==> src/rtl/matrix_scan_ctrl_pkg.sv <==
// Shared constants for the LED-matrix scan controller: state encodings,
// default geometry and a width helper for counters.
package matrix_scan_ctrl_pkg;

    localparam int ROWS_DEF = 8;
    localparam int COLS_DEF = 8;
    localparam int ROW_W    = $clog2(ROWS_DEF);

    // Scan phase encodings
    localparam logic [0:0] SCAN_BLANK = 1'b0;
    localparam logic [0:0] SCAN_DRIVE = 1'b1;

    // Clear sequencer encodings
    localparam logic [0:0] CLR_IDLE  = 1'b0;
    localparam logic [0:0] CLR_CLEAR = 1'b1;

    // Bits needed to hold values 0..n-1 (at least one bit)
    function automatic int cnt_width(input int n);
        return (n > 1) ? $clog2(n) : 1;
    endfunction

endpackage

==> src/rtl/matrix_scan_ctrl_scan_timer.sv <==
// Free-running BLANK/DRIVE dwell counter and row counter. Exposes the next
// phase/row so the parent can register its outputs aligned with the state,
// and flags the last DRIVE cycle of the last row as the frame tick.
module matrix_scan_ctrl_scan_timer
    import matrix_scan_ctrl_pkg::*;
#(
    parameter int ROWS         = ROWS_DEF,
    parameter int DWELL        = 1000,
    parameter int BLANK_CYCLES = 4
) (
    input  logic                          clk,
    input  logic                          reset,
    output logic [0:0]                    phase_next,
    output logic [cnt_width(ROWS)-1:0]    row_next,
    output logic                          frame_tick
);

    localparam int RW   = cnt_width(ROWS);
    localparam int TMAX = (DWELL > BLANK_CYCLES) ? DWELL : BLANK_CYCLES;
    localparam int TW   = cnt_width(TMAX);

    logic [0:0]    phase_reg;
    logic [RW-1:0] row_reg;
    logic [TW-1:0] timer_reg;
    logic [TW-1:0] timer_next;

    // Next-state: count dwell in each phase, advance row at end of DRIVE
    always_comb begin
        phase_next = phase_reg;
        row_next   = row_reg;
        timer_next = timer_reg + 1'b1;
        frame_tick = 1'b0;
        if (phase_reg == SCAN_BLANK) begin
            if (timer_reg == TW'(BLANK_CYCLES - 1)) begin
                phase_next = SCAN_DRIVE;
                timer_next = '0;
            end
        end else if (timer_reg == TW'(DWELL - 1)) begin
            phase_next = SCAN_BLANK;
            timer_next = '0;
            if (row_reg == RW'(ROWS - 1)) begin
                row_next   = '0;
                frame_tick = 1'b1;
            end else begin
                row_next = row_reg + 1'b1;
            end
        end
    end

    // State registers
    always_ff @(posedge clk or negedge reset) begin
        if (!reset) begin
            phase_reg <= SCAN_BLANK;
            row_reg   <= '0;
            timer_reg <= '0;
        end else begin
            phase_reg <= phase_next;
            row_reg   <= row_next;
            timer_reg <= timer_next;
        end
    end

endmodule

==> src/rtl/matrix_scan_ctrl.sv <==
// Double-buffered 8x8 LED-matrix row store. The game writes into the back
// buffer; the scanner displays the front buffer, which is refreshed from the
// back buffer only at frame boundaries. Also sequences multi-cycle clears and
// parks writes that collide with a clear in a one-entry pending register.
module matrix_scan_ctrl
    import matrix_scan_ctrl_pkg::*;
#(
    parameter int ROWS         = ROWS_DEF,
    parameter int COLS         = COLS_DEF,
    parameter int DWELL        = 1000,
    parameter int BLANK_CYCLES = 4
) (
    input  logic              clk,
    input  logic              reset,
    input  logic              wr_en,
    input  logic [ROW_W-1:0]  wr_row,
    input  logic [COLS-1:0]   wr_data,
    input  logic              clr,
    output logic              clr_busy,
    output logic [ROWS-1:0]   row_sel,
    output logic [COLS-1:0]   col_out,
    output logic              frame_tick,
    output logic              wr_overrun
);

    localparam int RW = cnt_width(ROWS);
    localparam int IW = (RW > ROW_W) ? RW : ROW_W;

    logic [COLS-1:0]  back_reg  [ROWS];
    logic [COLS-1:0]  front_reg [ROWS];
    logic [0:0]       clr_state_reg;
    logic [RW-1:0]    crow_reg;
    logic             dirty_reg;
    logic             pend_valid_reg;
    logic [ROW_W-1:0] pend_row_reg;
    logic [COLS-1:0]  pend_data_reg;
    logic             overrun_reg;

    logic [0:0]       phase_next;
    logic [RW-1:0]    row_next;

    logic             in_idle;
    logic             capture;
    logic             direct_wr;
    logic             pend_apply;
    logic             bw_en;
    logic [IW-1:0]    bw_row;
    logic [COLS-1:0]  bw_data;
    logic [ROWS-1:0]  row_hit;
    logic             copy;

    matrix_scan_ctrl_scan_timer #(
        .ROWS         (ROWS),
        .DWELL        (DWELL),
        .BLANK_CYCLES (BLANK_CYCLES)
    ) u_scan_timer (
        .clk        (clk),
        .reset      (reset),
        .phase_next (phase_next),
        .row_next   (row_next),
        .frame_tick (frame_tick)
    );

    assign in_idle    = (clr_state_reg == CLR_IDLE);
    assign capture    = wr_en && (!in_idle || clr);
    assign direct_wr  = in_idle && wr_en && !clr;
    assign pend_apply = in_idle && pend_valid_reg && !wr_en && !clr;
    assign copy       = frame_tick && dirty_reg;
    assign clr_busy   = !in_idle;
    assign wr_overrun = overrun_reg;

    // Single back-buffer write port: clear beats direct write beats pending
    always_comb begin
        bw_en   = 1'b0;
        bw_row  = '0;
        bw_data = '0;
        if (!in_idle) begin
            bw_en  = 1'b1;
            bw_row = IW'(crow_reg);
        end else if (direct_wr) begin
            bw_en   = 1'b1;
            bw_row  = IW'(wr_row);
            bw_data = wr_data;
        end else if (pend_apply) begin
            bw_en   = 1'b1;
            bw_row  = IW'(pend_row_reg);
            bw_data = pend_data_reg;
        end
    end

    // Per-row write decode; indices beyond ROWS match nothing and are dropped
    for (genvar gi = 0; gi < ROWS; gi++) begin : g_hit
        assign row_hit[gi] = bw_en && (bw_row == IW'(gi));
    end

    // Back/front buffers; copy samples back before this cycle's write lands
    always_ff @(posedge clk or negedge reset) begin
        if (!reset) begin
            for (int i = 0; i < ROWS; i++) begin
                back_reg[i]  <= '0;
                front_reg[i] <= '0;
            end
            dirty_reg <= 1'b0;
        end else begin
            for (int i = 0; i < ROWS; i++) begin
                if (row_hit[i]) back_reg[i] <= bw_data;
                if (copy)       front_reg[i] <= back_reg[i];
            end
            if (|row_hit)  dirty_reg <= 1'b1;
            else if (copy) dirty_reg <= 1'b0;
        end
    end

    // Clear sequencer; a fresh clr restarts the sweep from row 0
    always_ff @(posedge clk or negedge reset) begin
        if (!reset) begin
            clr_state_reg <= CLR_IDLE;
            crow_reg      <= '0;
        end else if (clr_state_reg == CLR_IDLE) begin
            if (clr) begin
                clr_state_reg <= CLR_CLEAR;
                crow_reg      <= '0;
            end
        end else if (clr) begin
            crow_reg <= '0;
        end else if (crow_reg == RW'(ROWS - 1)) begin
            clr_state_reg <= CLR_IDLE;
            crow_reg      <= '0;
        end else begin
            crow_reg <= crow_reg + 1'b1;
        end
    end

    // Pending write holder; losing an unapplied entry raises sticky overrun
    always_ff @(posedge clk or negedge reset) begin
        if (!reset) begin
            pend_valid_reg <= 1'b0;
            pend_row_reg   <= '0;
            pend_data_reg  <= '0;
            overrun_reg    <= 1'b0;
        end else if (capture) begin
            pend_valid_reg <= 1'b1;
            pend_row_reg   <= wr_row;
            pend_data_reg  <= wr_data;
            if (pend_valid_reg) overrun_reg <= 1'b1;
        end else if (pend_apply) begin
            pend_valid_reg <= 1'b0;
        end
    end

    // Registered row/column drive, aligned with the scan state
    always_ff @(posedge clk or negedge reset) begin
        if (!reset) begin
            row_sel <= '0;
            col_out <= '0;
        end else if (phase_next == SCAN_DRIVE) begin
            row_sel <= ROWS'(1) << row_next;
            col_out <= front_reg[row_next];
        end else begin
            row_sel <= '0;
            col_out <= '0;
        end
    end

endmodule

==> config.mk <==
export PLATFORM = sky130hd
export DESIGN_NAME = matrix_scan_ctrl
export DESIGN_NICKNAME = d
export VERILOG_FILES = /design/src/rtl/matrix_scan_ctrl_pkg.sv /design/src/rtl/matrix_scan_ctrl_scan_timer.sv /design/src/rtl/matrix_scan_ctrl.sv
export SDC_FILE = /design/constraint.sdc
export NUM_CORES = 1
export LEC_CHECK = 0
export ABC_AREA = 0
export CORE_AREA = 2 2 139 141
export CTS_BUF_LIST = sky130_fd_sc_hd__clkbuf_16
export DETAILED_ROUTE_END_ITERATION = 8
export DIE_AREA = 0 0 141 143
export PLACE_DENSITY_LB_ADDON = 0.1
export SLEW_MARGIN = 20
export SYNTH_ARGS = -nofsm -noshare
export SYNTH_HDL_FRONTEND = slang
export SYNTH_SLANG_ARGS = --single-unit
==> constraint.sdc <==
create_clock -name clk -period 3.3 [get_ports clk]
set_clock_uncertainty 0.2 [all_clocks]
set_input_delay 0.66 -clock clk [delete_from_list [all_inputs] [get_ports clk]]
set_output_delay 0.66 -clock clk [all_outputs]
set_load 0.01 [all_outputs]
# Word level (Yosys, flattened, before mapping)
# Index checks and enable logic that the tools add are counted.
# word_totals
reg_bits	176
latch_bits	0
ram_bits	0
romBits	0
in_bits	15
output_inout_bits	19
memories	0
# op_classes
addsub	3
n_mul	0
n_div	0
magnitude_cmp	1
n_eq_ne	11
n_shift	1
n_mux	38
n_bitwise	2
reduce_logical	24
# op_table
op	count
$mux W8	7
$mux W10	3
$mux W3	10
$bmux W8 S3	1
$eq A3 B3 Y1 const B	6
$mux W1	17
$logic_and A1 B1 Y1	15
$add A10 B1 Y10 const B	1
$eq A10 B10 Y1 const B	1
$eq A10 B2 Y1 const B	1
$reduce_or A8 Y1	1
$shl A1 B3 Y8 const A	1
$add A3 B1 Y3 const B	2
$eq A3 B2 Y1 const B	2
$reduce_bool A2 Y1	3
$ge A4 B4 Y1 const B	1
$not A3 Y4	1
$eq A3 B1 Y1 const B	1
$logic_not A3 Y1	1
$logic_not A1 Y1	2
$reduce_and A2 Y1	1
$logic_or A1 B1 Y1	1
$not A1 Y1	1

# Logic depth before layout (Yosys ltp)
# Gate-level depths: netlist of the first run.
# depth
ltp_word	11
mapped_depth	11

# Modules after synthesis
# From an unflattened synthesis of the first run, not the netlist that was laid out.
# unflattened
cells_unflattened	472
hier_area_um2	7427.1
# modules_own_cells
module	n_inst	cells_per_inst	area_each_um2
matrix_scan_ctrl	1	411	6708.9
matrix_scan_ctrl_scan_timer	1	61	718.2

# Least setup slack after synthesis of the first run
# OpenSTA, ideal clock, no wires.
# synth_timing
kind	reg2reg
start	register u_scan_timer.row_reg[0]
end	register col_out[2]
setup_ns	0.126
t_arrival_ns	2.414
slack_ns	0.560
stages_incl_launch_ff	11
n_path_buf	1
path_cell_list	dfrtp_1 ha_1 ha_1 nor4bb_1 and4_1 nor2_8 inv_4 buf_6 mux2i_1 o22ai_1 a221o_1
# synth_between
elab_chain_cells	9
# synth_rtl
item	line	rtl
start, declared	matrix_scan_ctrl_scan_timer.sv:23	logic [RW-1:0] row_reg;
start signal, assigned	matrix_scan_ctrl_scan_timer.sv:58	row_reg <= row_next;
$add A3 B1 Y3 / $eq A3 B3 Y1 (equally long branches)	matrix_scan_ctrl_scan_timer.sv:45, matrix_scan_ctrl_scan_timer.sv:41	
$mux W3	matrix_scan_ctrl_scan_timer.sv:41	if (row_reg == RW'(ROWS - 1)) begin
$mux W3	matrix_scan_ctrl_scan_timer.sv:38	end else if (timer_reg == TW'(DWELL - 1)) begin
$mux W3 *	matrix_scan_ctrl_scan_timer.sv:33	if (phase_reg == SCAN_BLANK) begin
$not A3 Y4 (not written as such) *	matrix_scan_ctrl.sv:158	col_out <= front_reg[row_next];
$bmux W8 S3 *	matrix_scan_ctrl.sv:158	
$mux W8 (not written as such) * (2 in series)	matrix_scan_ctrl.sv:158	
$mux W8 *	matrix_scan_ctrl.sv:156	end else if (phase_next == SCAN_DRIVE) begin
end signal, assigned	matrix_scan_ctrl.sv:158	
end, declared	matrix_scan_ctrl.sv:21	output logic [COLS-1:0] col_out,
# Mark *: on every way between the ends. The rest lies on a longest branch, timed or not. The select of a mux whose other input is x is not followed.
# A chain may end at the register's enable or synchronous reset.

# Final worst setup path of the first run
# layout_timing
start	register u_scan_timer.row_reg[0]
end	register col_out[6]
# Same word-level chain as after synthesis.

==> flow_summary.json, run 1 <==
{
  "grt_antenna_before_repair": 0,
  "start_util_pct": 40.65,
  "grt_use_total_pct": 17.22,
  "ys_seq_area_share_pct": 58.32,
  "min_path_type": "in -> async",
  "worstSetupEndpoint": "col_out[6]$_DFF_PN0_",
  "layout_setup_ws_ns": 0.1646,
  "grt_max_degree": 67,
  "post_dp_cell_area_um2": 8357,
  "io_pins": 34,
  "core-area_um2": 18580,
  "wl_per_cell_um": 18.65,
  "drt-total-wl_um": 15800,
  "p_clk_share_pct": 43.6,
  "synth_warnings": 0,
  "synth_seq_cells": 176,
  "status": "finished clean",
  "die_w_um": 141,
  "synth_edf_count": 0,
  "clkLatencyLatePin_ns": 0.42,
  "io_buffer_count": 33,
  "synthCells": 542,
  "fin_tns_setup_ns": 0,
  "r2r_end": "col_out[6]$_DFF_PN0_",
  "cp_max_fo": 22,
  "critPathKind": "reg -> reg",
  "worstReg2RegStart": "u_scan_timer.row_reg[0]$_DFF_PN0_",
  "drc_errors": 0,
  "seq_power_share_pct": 52.1,
  "crit_path_start_kind": "register",
  "clk_pin_slew_ns": 0.07,
  "drive_gt1_share_pct": 25.29,
  "ant_nets": 0,
  "rsz0062_at_grt": "false",
  "power_density_nw_per_um2": 473.2,
  "maxCapViolations": 0,
  "antenna_cells": 0,
  "numCtsBuffers": 17,
  "die_h_um": 143,
  "finalInstanceArea_um2": 8899,
  "syn_nets": 562,
  "cts_tree": "done",
  "fmax_mhz": 318.9,
  "slew_violations": 0,
  "async_flop_share_pct": 100.0,
  "tightest_slew_ns": 0.6427,
  "startpoint": "u_scan_timer.row_reg[0]$_DFF_PN0_",
  "timing.slew.headroom_pct": 57.15,
  "reg2reg_slack_ns": 0.16,
  "hold_slack_ns": 0.02650,
  "post-dp-hpwl_um": 10680,
  "power_leakage_nw": 4.348,
  "p_sw_w": 0.0009328,
  "ys_types": 54,
  "syn_to_final_growth_pct": 17.83,
  "swShare_pct": 22.15,
  "grt_pass1_vias": 4832,
  "dieArea_um2": 20160,
  "crit_arrival_ns": 3.25,
  "hold_viol_final": 0,
  "cp.required_ns": 3.41,
  "ys.flop_type": "dfrtp_1",
  "min_period_ns": 3.135,
  "reg2reg_depth": 11,
  "syn_area_per_cell_um2": 13.93,
  "routabilityCongestion": 0.7817,
  "post_drt_via_cell_ratio": 5.294,
  "fin_util_pct": 47.89,
  "final_nets": 621,
  "rows": 50,
  "clock_sinks": 176,
  "grt_pass1_wl_um": 26550,
  "grt_overflow": 0,
  "dp_slack_ns": 0.1176,
  "htreeDepth": 4,
  "drt_iter0_drc": 221,
  "cts_root_buf": "clkbuf_16",
  "cts_max_path_buffers": 2,
  "pwr-share-comb_pct": 4.4,
  "post-route-period-util_pct": 95.01,
  "syn_area_um2": 7552,
  "drtPass1Iterations": 4,
  "vdd_ir_drop_max_v": 0.0003635,
  "cp-end-kind": "register",
  "setup_viol": 0,
  "via_count": 4484,
  "power.internal_w": 0.003278
}
## cell usage after synthesis (8+ instances only)
library cell  count  share of area (%)
mux2_2           71                 11
a22o_1            8               0.93
mux2i_1          25                3.3
nor2_1           29                1.4
a211o_1           8               0.93
nand3_1           8               0.53
dfrtp_1         176                 58
mux2_1           71                 11
nand2_1           9               0.45
clkbuf_1         11               0.55
## cell families after synthesis
family / Yosys count / share of synthesized area (%)
compound gates: 57 / 5.666
simple gates: 101 / 7.919
mux: 167 / 24.49
flops: 176 / 58.32
fa+ha+maj: 5 / 0.8284
buf+inv: 30 / 2.087
xor+xnor: 6 / 0.6958
## routing by layer
metal / GRT usage [%] / share of wire (%)
met4: 5.211 / 1.2
met1: 23.93 / 50
met5: 0 / 0
met2: 27.24 / 46
met3: 3.756 / 3.1
## through the flow
step,power [W],cells
floorplan,0.002303,542
global placement,0.002418,816
detailed placement,0.002423,816
CTS,0.004272,847
global route,0.004381,847
finish,0.004211,847
## layout make-up
type                    instances  area, um2
clock buffers                  17      425.4
clock inverters                14      106.4
fillers                      1629       9682
inverters                       6      25.02
multi-input cells             336       3003
flip-flops and latches        176       4404
well taps                     234      292.8
repair buffers                 64      641.9
## power groups by stage
stage / clock, W / sequential, W / combinational, W
after floorplan: 0 / 0.00223 / 0.0000757
after global placement: 0 / 0.00223 / 0.000187
after detailed placement: 0 / 0.00223 / 0.000192
after CTS: 0.00189 / 0.00219 / 0.000192
after global routing: 0.00198 / 0.00219 / 0.000206
final: 0.00183 / 0.00219 / 0.000184
## worst max-delay path, cell delays in order (launching register included)
cell and delay, ns:
dfrtp_1 0.44, ha_1 0.23, ha_1 0.22, nor4bb_1 0.38, and4_4 0.35, nor2_8 0.05
inv_4 0.06, buf_12 0.21, mux2i_1 0.34, buf_4 0.18, o22ai_1 0.07, a211o_1 0.29
## what timing repair did
action                                  4_1_cts  5_1_grt
endpoints found under the setup margin        1        7
buffers inserted                              0        0
gates resized for setup                       1        4
pin swaps                                     0        0
hold buffers                                  0        0
## worst min path at each step
stage	from	to	cells past startpoint
floorplan	reset	back_reg[0]$_DFFE_PN0P_	0
global placement	back_reg[10]$_DFFE_PN0P_	front_reg[10]$_DFFE_PN0P_	1
detailed placement	back_reg[41]$_DFFE_PN0P_	front_reg[41]$_DFFE_PN0P_	1
CTS	reset	crow_reg[1]$_DFFE_PN0N_	1
global route	reset	crow_reg[1]$_DFFE_PN0N_	1
finish	reset	crow_reg[1]$_DFFE_PN0N_	1
## cells in the final DEF, fill, tap and decap left out, types with 3 or more instances in the layout
cell,instances
dfrtp_1,176
mux2_1,71
mux2_2,71
clkdlybuf4s50_1,31
nor2_1,29
mux2i_1,25
buf_4,25
clkbuf_16,17
nand2_1,9
a211o_1,8
a22o_1,8
nand3_1,7
and3_1,7
a21oi_1,7
inv_1,7
o22ai_1,7
a211oi_1,7
nor3_1,6
o21ai_0,6
nor2_2,6
nand2b_1,6
nor4_2,6
buf_12,6
xor2_1,4
ha_1,4
clkinv_2,4
o31ai_1,3
clkinv_4,3
Note: power is estimated with default switching activity, not from simulation.
==> inputs of run 2 (changes only) <==
Settings changed: CORE_AREA 2 2 139 141 to 2 2 116 118, DIE_AREA 0 0 141 143 to 0 0 118 120.
==> run 2 against run 1 <==
The run now ends with negative hold slack left. Clock power decreased by 6%. First-iteration DRC count increased by 31%. Sequential share of layout area increased by 1.1 points. Critical endpoint is now frame_tick. Global-route usage increased by 4.9 points. Routed wire length decreased by 7.7%. Critical path depth decreased by 6. Highest routed layer unchanged. Final cell count decreased by 7.8%. Utilization increased by 19 points. Cell area decreased by 2.2%. Worst setup slack got worse by 0.043 ns. Total power decreased by 2.9%. Combinational power decreased by 5%.
==> flow_summary.json, run 2 (same netlist as run 1, synthesis figures left out) <==
{
  "drtPass1Iterations": 4,
  "status": "finished, violations left",
  "register_area_um2": 4404,
  "clkLatencyLatePin_ns": 0.42,
  "drt-total-wl_um": 14580,
  "tightest_slew_ns": 0.5316,
  "cts_hold_buf": 0,
  "io_pins": 34,
  "die_h_um": 120,
  "pwr-share-comb_pct": 4.3,
  "grt_pass1_vias": 4527,
  "drt_iter0_drc": 290,
  "cts_max_path_buffers": 2,
  "power_density_nw_per_um2": 470.1,
  "swShare_pct": 21.94,
  "seq_power_share_pct": 53.6,
  "fmax_mhz": 314.7,
  "rows": 42,
  "p_clk_share_pct": 42.2,
  "final_cells": 781,
  "wl_per_cell_um": 18.66,
  "syn_to_final_growth_pct": 15.21,
  "cts_root_buf": "clkbuf_16",
  "setup_viol": 0,
  "crit_path_start_kind": "register",
  "grt_overflow": 0,
  "layout_setup_ws_ns": 0.1219,
  "dieArea_um2": 14160,
  "total_power_w": 0.004091,
  "min_path_type": "in -> async",
  "via_count": 4483,
  "clk_pin_slew_ns": 0.06,
  "clock_sinks": 176,
  "post-place-cells": 750,
  "hold_viol_final": 5,
  "start_util_pct": 58.18,
  "ant_nets": 0,
  "mostFrequentLayoutCell": "dfrtp_1",
  "critPathKind": "reg -> out",
  "vdd_ir_drop_max_v": 0.0003496,
  "multi_input_area_um2": 3002,
  "drc_errors": 0,
  "io_buffer_count": 33,
  "grt_antenna_before_repair": 0,
  "fillers": 982,
  "cp-end-kind": "output pin",
  "crit_arrival_ns": 2.32,
  "final_nets": 613,
  "cts_setup_buffers": 0,
  "numCtsBuffers": 17,
  "htreeDepth": 4,
  "grt_pass1_wl_um": 23920,
  "timing.slew.headroom_pct": 64.56,
  "grt_use_total_pct": 22.07,
  "die_w_um": 118,
  "dp_slack_ns": -0.03874,
  "drive_gt1_share_pct": 24.13,
  "maxCapViolations": 0,
  "routabilityCongestion": 0.8797,
  "min_period_ns": 3.178,
  "cp.required_ns": 2.44,
  "final_cell_mix": "176 x dfrtp_1, 71 x mux2_1, 71 x mux2_2",
  "power.internal_w": 0.003193,
  "cp_max_fo": 7,
  "grt_max_degree": 63,
  "post-route-period-util_pct": 96.31,
  "antenna_cells": 0,
  "violations": "negative hold slack",
  "post_drt_via_cell_ratio": 5.740,
  "p_sw_w": 0.0008974,
  "cts_tree": "done",
  "power_leakage_nw": 4.251,
  "core-area_um2": 12980,
  "slew_violations": 0,
  "hold_slack_ns": -0.007214,
  "post-dp-hpwl_um": 9845
}
==> run 2: changes by cell type in the layout (fill, tap and decap cells not counted), moves of 2 or more <==
cell / delta
buf_4: -5
clkinv_1: +4
buf_12: -3
clkinv_4: -3
inv_1: -3
clkinvlp_4: +2
==> run 2: critical path, cell delays in order, from the launching register on <==
cell and delay, ns:
dfrtp_1 0.40, ha_2 0.23, or3b_4 0.44, nor2_1 0.11
and4_1 0.18, clkdlybuf4s50_1 0.53
==> run 2: worst paths after layout <==
| kind | start | to | slack [ns] | cells after the start |
|---|---|---|---|---|
| min | reset | u_scan_timer.timer_reg[8]$_DFF_PN0_ | -0.007 | 1 |
| min in group clk | back_reg[10]$_DFFE_PN0P_ | front_reg[10]$_DFFE_PN0P_ | 0.28 | 1 |
| min reg2reg | back_reg[10]$_DFFE_PN0P_ | front_reg[10]$_DFFE_PN0P_ | 0.28 | 1 |
| max in group asynchronous | reset | back_reg[44]$_DFFE_PN0P_ | 2.17 | 2 |
| max | u_scan_timer.timer_reg[0]$_DFF_PN0_ | frame_tick | 0.12 | 5 |
| max reg2reg | u_scan_timer.row_reg[0]$_DFF_PN0_ | col_out[2]$_DFF_PN0_ | 0.15 | 9 |
==> run 2: power by group through the flow <==
stage / Combinational [W] / Sequential [W] / Clock, W
6_report: 0.000174 / 0.00219 / 0.00172
5_1_grt: 0.000194 / 0.00219 / 0.00186
4_1_cts: 0.000179 / 0.00219 / 0.00176
3_5_place_dp: 0.000179 / 0.00223 / 0
3_3_place_gp: 0.000174 / 0.00223 / 0
2_1_floorplan: 0.0000757 / 0.00223 / 0
==> run 2: stage by stage <==
stage | utilization (%) | setup TNS, ns | instance area (um2)
global placement | 63.07 | 0 | 8187
detailed placement | 63.07 | -0.03874 | 8187
CTS | 66.97 | 0 | 8692
floorplan | - | 0 | 7552
global route | 67.03 | -0.0002178 | 8701
finish | 67.03 | 0 | 8701
==> run 2: area by class of cell <==
cell class              count  area share, %
flip-flops and latches    176          50.62
clock buffers              17          4.889
well taps                 176          2.531
multi-input cells         336          34.50
repair buffers             56          6.227
clock inverters            14         0.8916
inverters                   6         0.3451
==> run 2: timing repair <==
item                       4_1_cts  5_1_grt
setup endpoints to repair        2        4
resized for setup                1        4
hold endpoints to repair         0        0
==> run 2: per-layer routing <==
| metal | share of wire [%] | vias up | global-route usage (%) |
|---|---|---|---|
| met2 | 47 | 74 | 34.16 |
| li1 | - | 2067 | - |
| met3 | 2.9 | 13 | 3.802 |
| met5 | 0 | - | 0 |
| met4 | 1.3 | 0 | 8.057 |
| met1 | 48 | 2329 | 31.75 |
